**config.mk**
```make
export PLATFORM = sky130hd
export DESIGN_NAME = sinc_mclk_sequencer_flat
export DESIGN_NICKNAME = d
export VERILOG_FILES = /design/src/rtl/sinc_mclk_sequencer_if.sv /design/src/rtl/sinc_mclk_sequencer.sv /design/src/flat_wrapper.sv
export SDC_FILE = /design/constraint.sdc
export NUM_CORES = 1
export LEC_CHECK = 0
export CAP_MARGIN = 5
export CORE_ASPECT_RATIO = 0.9
export CORE_MARGIN = 2
export CORE_UTILIZATION = 45
export CTS_CLUSTER_DIAMETER = 80
export DETAILED_ROUTE_END_ITERATION = 16
export GPL_ROUTABILITY_DRIVEN = 0
export PLACE_DENSITY = 0.73
export SLEW_MARGIN = 40
export SYNTH_ARGS = -nofsm -noshare
export SYNTH_HDL_FRONTEND = slang
export SYNTH_SLANG_ARGS = --single-unit
export TNS_END_PERCENT = 5
```
**constraint.sdc**
```tcl
create_clock -name sys_clk -period 4.2 [get_ports sys_clk]
set_input_delay 0.84 -clock sys_clk [delete_from_list [all_inputs] [get_ports sys_clk]]
set_output_delay 0.84 -clock sys_clk [all_outputs]
set_load 0.02 [all_outputs]
```
**src/rtl/sinc_mclk_sequencer_if.sv**
```systemverilog
// sinc_mclk_sequencer_if: configuration bus from the register bank to the MCLK/decimation sequencer
interface sinc_mclk_sequencer_if #(
   parameter int DIV_W = 16,
   parameter int DEC_W = 10
);
   logic [DIV_W-1:0] cfg_mdiv;
   logic [DEC_W-1:0] cfg_dec;
   logic             cfg_load;
   logic             cfg_busy;
   modport master (output cfg_mdiv, cfg_dec, cfg_load, input cfg_busy);
   modport slave (input cfg_mdiv, cfg_dec, cfg_load, output cfg_busy);
endinterface

```
**src/rtl/sinc_mclk_sequencer.sv**
```systemverilog
// sinc_mclk_sequencer: modulator clock, bit strobes, decimation ticks, settling and glitch-free reconfiguration
module sinc_mclk_sequencer #(
   parameter int DIV_W = 16,
   parameter int DEC_W = 10,
   parameter int SETTLE_TICKS = 3
) (
   input  logic                 sys_clk,
   input  logic                 reset_n,
   input  logic                 enable,
   sinc_mclk_sequencer_if.slave cfg,
   output logic                 mclk,
   output logic                 bit_strobe,
   output logic                 dec_tick,
   output logic                 data_valid,
   output logic                 flush,
   output logic                 state_run
);
   localparam int SW = SETTLE_TICKS > 0 ? $clog2(SETTLE_TICKS + 1) : 1;
   localparam logic [SW-1:0] SETTLE_INIT = SW'(SETTLE_TICKS);
   typedef enum logic [1:0] {IDLE, SETTLE, RUN} state_t;
   state_t state_q, state_d;
   logic [DIV_W-1:0] half_q, half_d, mdiv_act_q, mdiv_act_d, mdiv_sh_q, mdiv_sh_d, mdiv_m1;
   logic [DEC_W-1:0] bit_q, bit_d, dec_act_q, dec_act_d, dec_sh_q, dec_sh_d, dec_m1;
   logic [SW-1:0] settle_q, settle_d;
   logic mclk_q, mclk_d, bit_strobe_q, bit_strobe_d, dec_tick_q, dec_tick_d;
   logic data_valid_q, data_valid_d, flush_q, flush_d, busy_q, busy_d;
   logic wrap, apply;
   assign mdiv_m1 = (mdiv_act_q == '0 ? DIV_W'(1) : mdiv_act_q) - DIV_W'(1);
   assign dec_m1  = (dec_act_q == '0 ? DEC_W'(1) : dec_act_q) - DEC_W'(1);
   assign wrap    = half_q == mdiv_m1;
   assign apply   = wrap && mclk_q && busy_q;
   always_comb begin
      state_d      = state_q;
      half_d       = half_q;
      bit_d        = bit_q;
      settle_d     = settle_q;
      mclk_d       = mclk_q;
      bit_strobe_d = 1'b0;
      dec_tick_d   = 1'b0;
      data_valid_d = 1'b0;
      flush_d      = 1'b0;
      mdiv_act_d   = mdiv_act_q;
      dec_act_d    = dec_act_q;
      mdiv_sh_d    = mdiv_sh_q;
      dec_sh_d     = dec_sh_q;
      busy_d       = busy_q;
      if (!enable) begin
         state_d    = IDLE;
         half_d     = '0;
         bit_d      = '0;
         settle_d   = '0;
         mclk_d     = 1'b0;
         busy_d     = 1'b0;
         mdiv_act_d = cfg.cfg_load ? cfg.cfg_mdiv : busy_q ? mdiv_sh_q : mdiv_act_q;
         dec_act_d  = cfg.cfg_load ? cfg.cfg_dec : busy_q ? dec_sh_q : dec_act_q;
      end else if (state_q == IDLE) begin
         state_d    = SETTLE;
         flush_d    = 1'b1;
         settle_d   = SETTLE_INIT;
         mdiv_act_d = cfg.cfg_load ? cfg.cfg_mdiv : mdiv_act_q;
         dec_act_d  = cfg.cfg_load ? cfg.cfg_dec : dec_act_q;
      end else begin
         half_d       = wrap ? '0 : half_q + DIV_W'(1);
         mclk_d       = wrap ? !mclk_q : mclk_q;
         bit_strobe_d = wrap && !mclk_q;
         dec_tick_d   = bit_strobe_d && bit_q == dec_m1;
         data_valid_d = dec_tick_d && state_q == RUN;
         bit_d        = !bit_strobe_d ? bit_q : dec_tick_d ? '0 : bit_q + DEC_W'(1);
         if (state_q == SETTLE) begin
            if (settle_q == '0) state_d = RUN;
            else if (dec_tick_d) begin
               settle_d = settle_q - SW'(1);
               if (settle_q == SW'(1)) state_d = RUN;
            end
         end
         if (apply) begin
            mdiv_act_d = mdiv_sh_q;
            dec_act_d  = dec_sh_q;
            half_d     = '0;
            bit_d      = '0;
            flush_d    = 1'b1;
            settle_d   = SETTLE_INIT;
            state_d    = SETTLE;
            busy_d     = 1'b0;
         end
         if (cfg.cfg_load) begin
            mdiv_sh_d = cfg.cfg_mdiv;
            dec_sh_d  = cfg.cfg_dec;
            busy_d    = 1'b1;
         end
      end
   end
   always_ff @(posedge sys_clk or negedge reset_n)
      if (!reset_n) begin
         state_q      <= IDLE;
         half_q       <= '0;
         bit_q        <= '0;
         settle_q     <= '0;
         mclk_q       <= 1'b0;
         bit_strobe_q <= 1'b0;
         dec_tick_q   <= 1'b0;
         data_valid_q <= 1'b0;
         flush_q      <= 1'b0;
         mdiv_act_q   <= DIV_W'(1);
         dec_act_q    <= DEC_W'(1);
         mdiv_sh_q    <= '0;
         dec_sh_q     <= '0;
         busy_q       <= 1'b0;
      end else begin
         state_q      <= state_d;
         half_q       <= half_d;
         bit_q        <= bit_d;
         settle_q     <= settle_d;
         mclk_q       <= mclk_d;
         bit_strobe_q <= bit_strobe_d;
         dec_tick_q   <= dec_tick_d;
         data_valid_q <= data_valid_d;
         flush_q      <= flush_d;
         mdiv_act_q   <= mdiv_act_d;
         dec_act_q    <= dec_act_d;
         mdiv_sh_q    <= mdiv_sh_d;
         dec_sh_q     <= dec_sh_d;
         busy_q       <= busy_d;
      end
   assign mclk         = mclk_q;
   assign bit_strobe   = bit_strobe_q;
   assign dec_tick     = dec_tick_q;
   assign data_valid   = data_valid_q;
   assign flush        = flush_q;
   assign state_run    = state_q == RUN;
   assign cfg.cfg_busy = busy_q;
endmodule

```
**src/flat_wrapper.sv**
```systemverilog
// flat-port wrapper written by rule: the top's interface ports become plain ports
module sinc_mclk_sequencer_flat 
#(
   parameter int DIV_W = 16,
   parameter int DEC_W = 10,
   parameter int SETTLE_TICKS = 3
)
  (sys_clk, reset_n, enable, mclk, bit_strobe, dec_tick, data_valid, flush, state_run, cfg_cfg_mdiv, cfg_cfg_dec, cfg_cfg_load, cfg_cfg_busy);
  sinc_mclk_sequencer_if #(.DIV_W(DIV_W), .DEC_W(DEC_W)) cfg_i ();
  input  logic sys_clk;
  input  logic reset_n;
  input  logic enable;
  output logic mclk;
  output logic bit_strobe;
  output logic dec_tick;
  output logic data_valid;
  output logic flush;
  output logic state_run;
  input wire logic [$bits(cfg_i.cfg_mdiv)-1:0] cfg_cfg_mdiv;
  input wire logic [$bits(cfg_i.cfg_dec)-1:0] cfg_cfg_dec;
  input wire logic [$bits(cfg_i.cfg_load)-1:0] cfg_cfg_load;
  output wire logic [$bits(cfg_i.cfg_busy)-1:0] cfg_cfg_busy;
  assign cfg_i.cfg_mdiv = cfg_cfg_mdiv;
  assign cfg_i.cfg_dec = cfg_cfg_dec;
  assign cfg_i.cfg_load = cfg_cfg_load;
  assign cfg_cfg_busy = cfg_i.cfg_busy;
  sinc_mclk_sequencer #(.DIV_W(DIV_W), .DEC_W(DEC_W), .SETTLE_TICKS(SETTLE_TICKS)) u_core (.sys_clk(sys_clk), .reset_n(reset_n), .enable(enable), .cfg(cfg_i), .mclk(mclk), .bit_strobe(bit_strobe), .dec_tick(dec_tick), .data_valid(data_valid), .flush(flush), .state_run(state_run));
endmodule
```
After elaboration in Yosys (flattened, before gate mapping)
Cells that the tools add are included.
Widths: inputs -> output; s select.
- bits in read-only memories: 0
- logic and storage cells: 106
- memories: 0
- bits in writable memories: 0
- register bits: 88
- input port bits: 30
- output and inout port bits: 7
- bits in latches: 0
- multiply operators: 0
- order comparisons: 0
- add/subtract/negate cells: 5
- div/mod/pow operators: 0
- reduce and logical (&&, ||, !) cells: 18
- muxes and demuxes: 52
- equal/unequal tests: 16
- bitwise operators: 1
- shift operators: 0
- operators with widths (kind ; count):
    $mux 16 ; 11
    $mux 10 ; 12
    $mux 2 ; 13
    $add 16x1->16 const B ; 1
    $eq 16x16->1 ; 1
    $logic_not 16->1 ; 1
    $mux 1 ; 16
    $sub 16x1->16 const B ; 1
    $reduce_and 3->1 ; 4
    $add 10x1->10 const B ; 1
    $eq 10x10->1 ; 1
    $logic_not 10->1 ; 1
    $ne 5x1->1 const B ; 2
    $sub 10x1->10 const B ; 1
    $ne 3x1->1 const B ; 3
    $ne 4x1->1 const B ; 2
    $reduce_and 2->1 ; 3
    $logic_and 1x1->1 ; 5
    $eq 2x1->1 const B ; 2
    $logic_not 2->1 ; 2
    $ne 4x2->1 const B ; 1
    $ne 3x3->1 const B ; 1
    $reduce_bool 3->1 ; 1
    $eq 2x2->1 const B ; 1
    5 further kinds ; 5

Depth between registers and ports, before layout
- word-level depth: 12
- depth in mapped cells: 15
- gate-level depth less buffers: 12

Worst setup path after synthesis
No wires, ideal clock.
- path type: register to register
- from: register u_core.mdiv_act_q[13]
- to: register u_core.mdiv_act_q[2]
- clock period less this slack: 3.553 ns
- stages on the path, launching flop included: 14
- path buffers: 2
- library setup time: 0.128 ns
- arrival time: 3.425 ns
- data required time: 4.072 ns
- setup slack: 0.647 ns
- cells stage by stage: dfrtp_1 -> buf_2 -> nor4_2 -> and3_2 -> a31oi_1 -> ha_1 -> o21ai_0 -> a2111oi_0 -> nand4b_1 -> nor4_4 -> o2111ai_2 -> o31ai_4 -> buf_6 -> mux2_1
- longest elaborated chain between the ends: 8
- RTL lines (what ; RTL line ; RTL):
    start: declaration ; sinc_mclk_sequencer.sv:22 ; logic [DIV_W-1:0] half_q, half_d, mdiv_act_q, mdiv_act_d, mdiv_sh_q, mdiv_sh_d, mdiv_m1;
    start signal: assignment ; sinc_mclk_sequencer.sv:119 ; mdiv_act_q <= mdiv_act_d;
    $logic_not 16->1 ; sinc_mclk_sequencer.sv:28 ; assign mdiv_m1 = (mdiv_act_q == '0 ? DIV_W'(1) : mdiv_act_q) - DIV_W'(1);
    $mux 16 * ; sinc_mclk_sequencer.sv:28 ;
    $sub 16x1->16 * ; sinc_mclk_sequencer.sv:28 ;
    $eq 16x16->1 * ; sinc_mclk_sequencer.sv:30 ; assign wrap = half_q == mdiv_m1;
    $logic_and 1x1->1 * (2 in a row) ; sinc_mclk_sequencer.sv:31 ; assign apply = wrap && mclk_q && busy_q;
    $ne 3x1->1 (no source line) * ; n/a ;
    $reduce_and 3->1 (no source line) * ; n/a ;
Mark *: on every way between the ends. The rest lies on a longest branch, timed or not.
A chain may end at the register's enable or synchronous reset.

Worst setup path in the final report
- from: register u_core.mdiv_act_q[12]
- to: register u_core.bit_q[2]
- longest elaborated chain between the ends: 11
- elaborated cells between the ends (all ways): 15
- classes of those cells: add/sub: 1; eq/ne: 2; mux: 6; reduce/logical: 6
- RTL lines (what ; RTL line ; RTL):
    $logic_not 16->1 ; sinc_mclk_sequencer.sv:28 ;
    $mux 16 * ; sinc_mclk_sequencer.sv:28 ;
    $sub 16x1->16 * ; sinc_mclk_sequencer.sv:28 ;
    $eq 16x16->1 * ; sinc_mclk_sequencer.sv:30 ;
    $logic_and 1x1->1 ; sinc_mclk_sequencer.sv:65 ; bit_strobe_d = wrap && !mclk_q;
    $logic_and 1x1->1 ; sinc_mclk_sequencer.sv:66 ; dec_tick_d = bit_strobe_d && bit_q == dec_m1;
    $mux 10 (2 in a row) ; sinc_mclk_sequencer.sv:68 ; bit_d = !bit_strobe_d ? bit_q : dec_tick_d ? '0 : bit_q + DEC_W'(1);
    $mux 10 ; sinc_mclk_sequencer.sv:76 ; if (apply) begin
    $mux 10 ; sinc_mclk_sequencer.sv:56 ; end else if (state_q == IDLE) begin
    $mux 10 ; sinc_mclk_sequencer.sv:47 ; if (!enable) begin
    end signal: assignment ; sinc_mclk_sequencer.sv:112 ; bit_q <= bit_d;
    end: declaration ; sinc_mclk_sequencer.sv:23 ; logic [DEC_W-1:0] bit_q, bit_d, dec_act_q, dec_act_d, dec_sh_q, dec_sh_d, dec_m1;
Mark *: on every way between the ends. The rest lies on a longest branch, timed or not. The select of a mux whose other input is x is not followed.

==> impl_metrics.json <==
{
  "vias": 3817,
  "grt_usage_pct": 19.1,
  "cts_hold_buf": 0,
  "syn-instance-count": 481,
  "crit_family": "simple AND/OR/NAND/NOR gates",
  "io_buffers": 36,
  "ctsRootBufferMaster": "clkbuf_16",
  "hold_class": "reg2reg",
  "clk_pin_slew_ps": 60,
  "wl_per_cell_um": 16.1,
  "core_area_sq_um": 10900,
  "postLayoutCoreUtil_pct": 54.3,
  "p_leak_nw": 2.46,
  "die_h_um": 105,
  "synth-main-ff-cell": "dfrtp_1",
  "end_kind": "register",
  "io-pin-count": 37,
  "rrSetupSlack_ps": 330,
  "fin_cells": 672,
  "cp_slowest_cell": "dfrtp_1",
  "fin_setup_tns_ps": 0,
  "drc": 0,
  "drt-total-wl_um": 10800,
  "grt_pass1_wl_um": 18100,
  "synth_top_family_by_area": "multiplexers",
  "mostFrequentLayoutCells": "dfrtp_1 (86), mux2_2 (56), nor2_1 (45)",
  "dpl_worst_slack_ps": 406,
  "n_antenna_cell": 0,
  "crit_type": "reg2reg",
  "fin_nets": 551,
  "ant_nets": 0,
  "ys_seq_elements": 88,
  "avgSynthCellArea_sq_um": 10.6,
  "min_to": "u_core.dec_sh_q[2]",
  "first_global_vias": 3686,
  "skew_ps": 5.31,
  "maxCapViolations": 0,
  "drt-initial-drc-count": 237,
  "path_buf_inv": 1,
  "synth_nets": 517,
  "mostFrequentLayoutCell": "dfrtp_1",
  "vdd_drop_max_uv": 407,
  "pwr_density_cell_nw_per_um2": 477,
  "die_x_um": 116,
  "worstHoldPathCells": 1,
  "period_share_pct": 92.1,
  "synthMuxAreaShare_pct": 18.6,
  "initial_core_util_pct": 46.6,
  "fin_ws_ps": 333,
  "syn-cell-area_sq_um": 5100,
  "die_area_sq_um": 12200,
  "async_flop_share_pct": 100,
  "whs_ps": 501,
  "drtPass1Iterations": 5,
  "period_needed_ps": 3870,
  "r2r-start": "u_core.mdiv_act_q[12]",
  "clk_latency_ps": 350,
  "synth_fa_ha_area_share_pct": 1.47,
  "critical_path_arrival_ps": 4100,
  "yosysWarningCount": 0,
  "cts_sinks": 88,
  "crit_path_frequent_cell": "nand3_1",
  "slew_viol_final": 0,
  "cpPeakStageDelay_ps": 480,
  "rsz0062_at_grt": "false",
  "status": "finished, final reports clean",
  "worst_slew_pin_slew_ps": 711,
  "vias_per_cell": 5.68,
  "slew_headroom_pct": 52.6,
  "crit_path_start_kind": "register",
  "hold_viol_final": 0,
  "netlist-cell-type-count": 67,
  "core.rowCount": 36,
  "cts_setup_buffers": 0,
  "min_from": "u_core.dec_sh_q[2]",
  "r2r_end": "u_core.bit_q[2]",
  "grt_antenna_before_repair": 0,
  "syn2layout_area_growth_pct": 16.5,
  "synth-simple-area-share_pct": 16.9,
  "ys_seq_area_share_pct": 43.2,
  "ctsResizeCount": 0,
  "setup_viol": 0,
  "cts_buffer_depth": 2,
  "gr-total-overflow": 0,
  "rr_worst_depth": 13,
  "cts_buffers": 9,
  "max_freq_mhz": 259,
  "grt_max_degree": 89,
  "cts_tree": "built",
  "layout-drive-gt1-share_pct": 18.8,
  "required_ps": 4440,
  "critical_path.cell_chain": "nor4_2 -> and3_2 -> a31oi_1 -> ha_1 -> nor4b_1 -> nand3_1 -> xnor2_1 -> nand3_1 -> nor4_4 -> o2111ai_2 -> buf_4 -> o31a_1 -> a211o_1",
  "synth_edf_count": 0,
  "cp_max_fo": 11,
  "placedCellCount": 655,
  "synth_xor_area_share_pct": 6.36,
  "synth_compound_area_share_pct": 10.4,
  "place_hpwl_um": 7700,
  "htree_levels": 3
}
## cells by family after synthesis
| family | Yosys count |
|---|---|
| flip-flops | 88 |
| AND/OR/NAND/NOR | 158 |
| AO/OA/AOI/OAI | 71 |
| adder cells (fa/ha/maj) | 6 |
| buffers and inverters | 35 |
| XOR/XNOR | 37 |
| multiplexers | 86 |
## metal layers
| metal | track usage [%] | up-vias | wire, um |
|---|---|---|---|
| li1 | - | 1804 | - |
| met1 | 26.8 | 1884 | 5150 |
| met2 | 29.1 | 110 | 4940 |
| met3 | 4.23 | 19 | 531 |
| met4 | 6.97 | 0 | 203 |
| met5 | 0 | - | 0 |
## synthesized netlist by cell type (2+ instances only)
| library cell | count | share of area (%) |
|---|---|---|
| ha_1 | 6 | 1.5 |
| buf_2 | 5 | 0.49 |
| nor2b_1 | 5 | 0.61 |
| a22o_1 | 2 | 0.34 |
| nor4_4 | 2 | 0.83 |
| mux2_1 | 15 | 3.3 |
| nor4b_1 | 3 | 0.52 |
| a21o_1 | 6 | 0.88 |
| o2111ai_1 | 2 | 0.34 |
| or3_1 | 6 | 0.74 |
| nand3b_1 | 2 | 0.29 |
| buf_6 | 2 | 0.44 |
| mux2i_1 | 15 | 2.9 |
| nor4bb_1 | 2 | 0.39 |
| o21ai_0 | 15 | 1.5 |
| a21boi_0 | 3 | 0.44 |
| nand4_1 | 7 | 0.86 |
| dfstp_2 | 2 | 1.0 |
| a211oi_1 | 11 | 1.6 |
| inv_1 | 14 | 1.0 |
| or2_2 | 3 | 0.37 |
| or3b_2 | 3 | 0.52 |
| nand3_1 | 13 | 1.3 |
| and3_1 | 5 | 0.61 |
| nand2b_1 | 8 | 0.98 |
| nand2_1 | 29 | 2.1 |
| o31a_1 | 2 | 0.34 |
| nor4_2 | 2 | 0.49 |
| dfrtp_1 | 86 | 42 |
| a21oi_1 | 5 | 0.49 |
| clkbuf_1 | 12 | 0.88 |
| o211a_1 | 2 | 0.39 |
| nor2_1 | 45 | 3.3 |
| nor3_1 | 11 | 1.1 |
| nor4_1 | 4 | 0.49 |
| xor2_1 | 20 | 3.4 |
| xnor2_1 | 17 | 2.9 |
| mux2_2 | 56 | 12 |
| a31oi_1 | 5 | 0.61 |
## worst max path at each step
stage                          startpoint                   end  cells after the start
finish              u_core.mdiv_act_q[12]       u_core.bit_q[2]                     13
floorplan           u_core.mdiv_act_q[13]  u_core.mdiv_act_q[2]                     13
CTS                 u_core.mdiv_act_q[12]       u_core.bit_q[2]                     13
detailed placement  u_core.mdiv_act_q[12]       u_core.bit_q[2]                     13
global route        u_core.mdiv_act_q[13]       u_core.bit_q[2]                     13
global placement     u_core.mdiv_act_q[6]       u_core.bit_q[2]                     13
## worst reg2reg max path, delay by kind of cell (launching register included)
family | cells | cell delay, ps
AND/OR/NAND/NOR | 6 | 1400
AO/OA/AOI/OAI | 4 | 1130
flip-flops | 1 | 480
adder cells (fa/ha/maj) | 1 | 320
buffers and inverters | 1 | 220
XOR/XNOR | 1 | 190
## sequential cells by signal, summed over array words and instances, names as in the netlist, 2 cells and up
signal and count:
u_core.dec_sh_q 10, u_core.bit_q 10, u_core.half_q 16, u_core.mdiv_act_q 16, u_core.mdiv_sh_q 16, u_core.dec_act_q 10
u_core.settle_q 2, u_core.state_q 2
## cell type report
| class | count | area, sq um |
|---|---|---|
| multi-input cells | 358 | 2750 |
| well taps | 152 | 190 |
| flip-flops and latches | 88 | 2200 |
| inverters | 15 | 56.3 |
| clock inverters | 4 | 51.3 |
| clock buffers | 12 | 267 |
| repair buffers | 43 | 427 |
| fillers | 942 | 5000 |
## per-stage QoR
stage	area, sq um	power (mW)
after floorplan	5100	1.79
after global placement	5610	1.96
after detailed placement	5620	2.00
after CTS	5930	2.85
after global routing	5940	3.00
final	5940	2.83
## report_power, final
part           internal [mW]  switching (mW)  total [mW]  leakage, nW
sequential              1.03           0.203        1.24         1.11
combinational          0.392           0.356       0.749         1.20
clock                  0.509           0.337       0.846        0.155
Power figures use the tool's default switching activity.
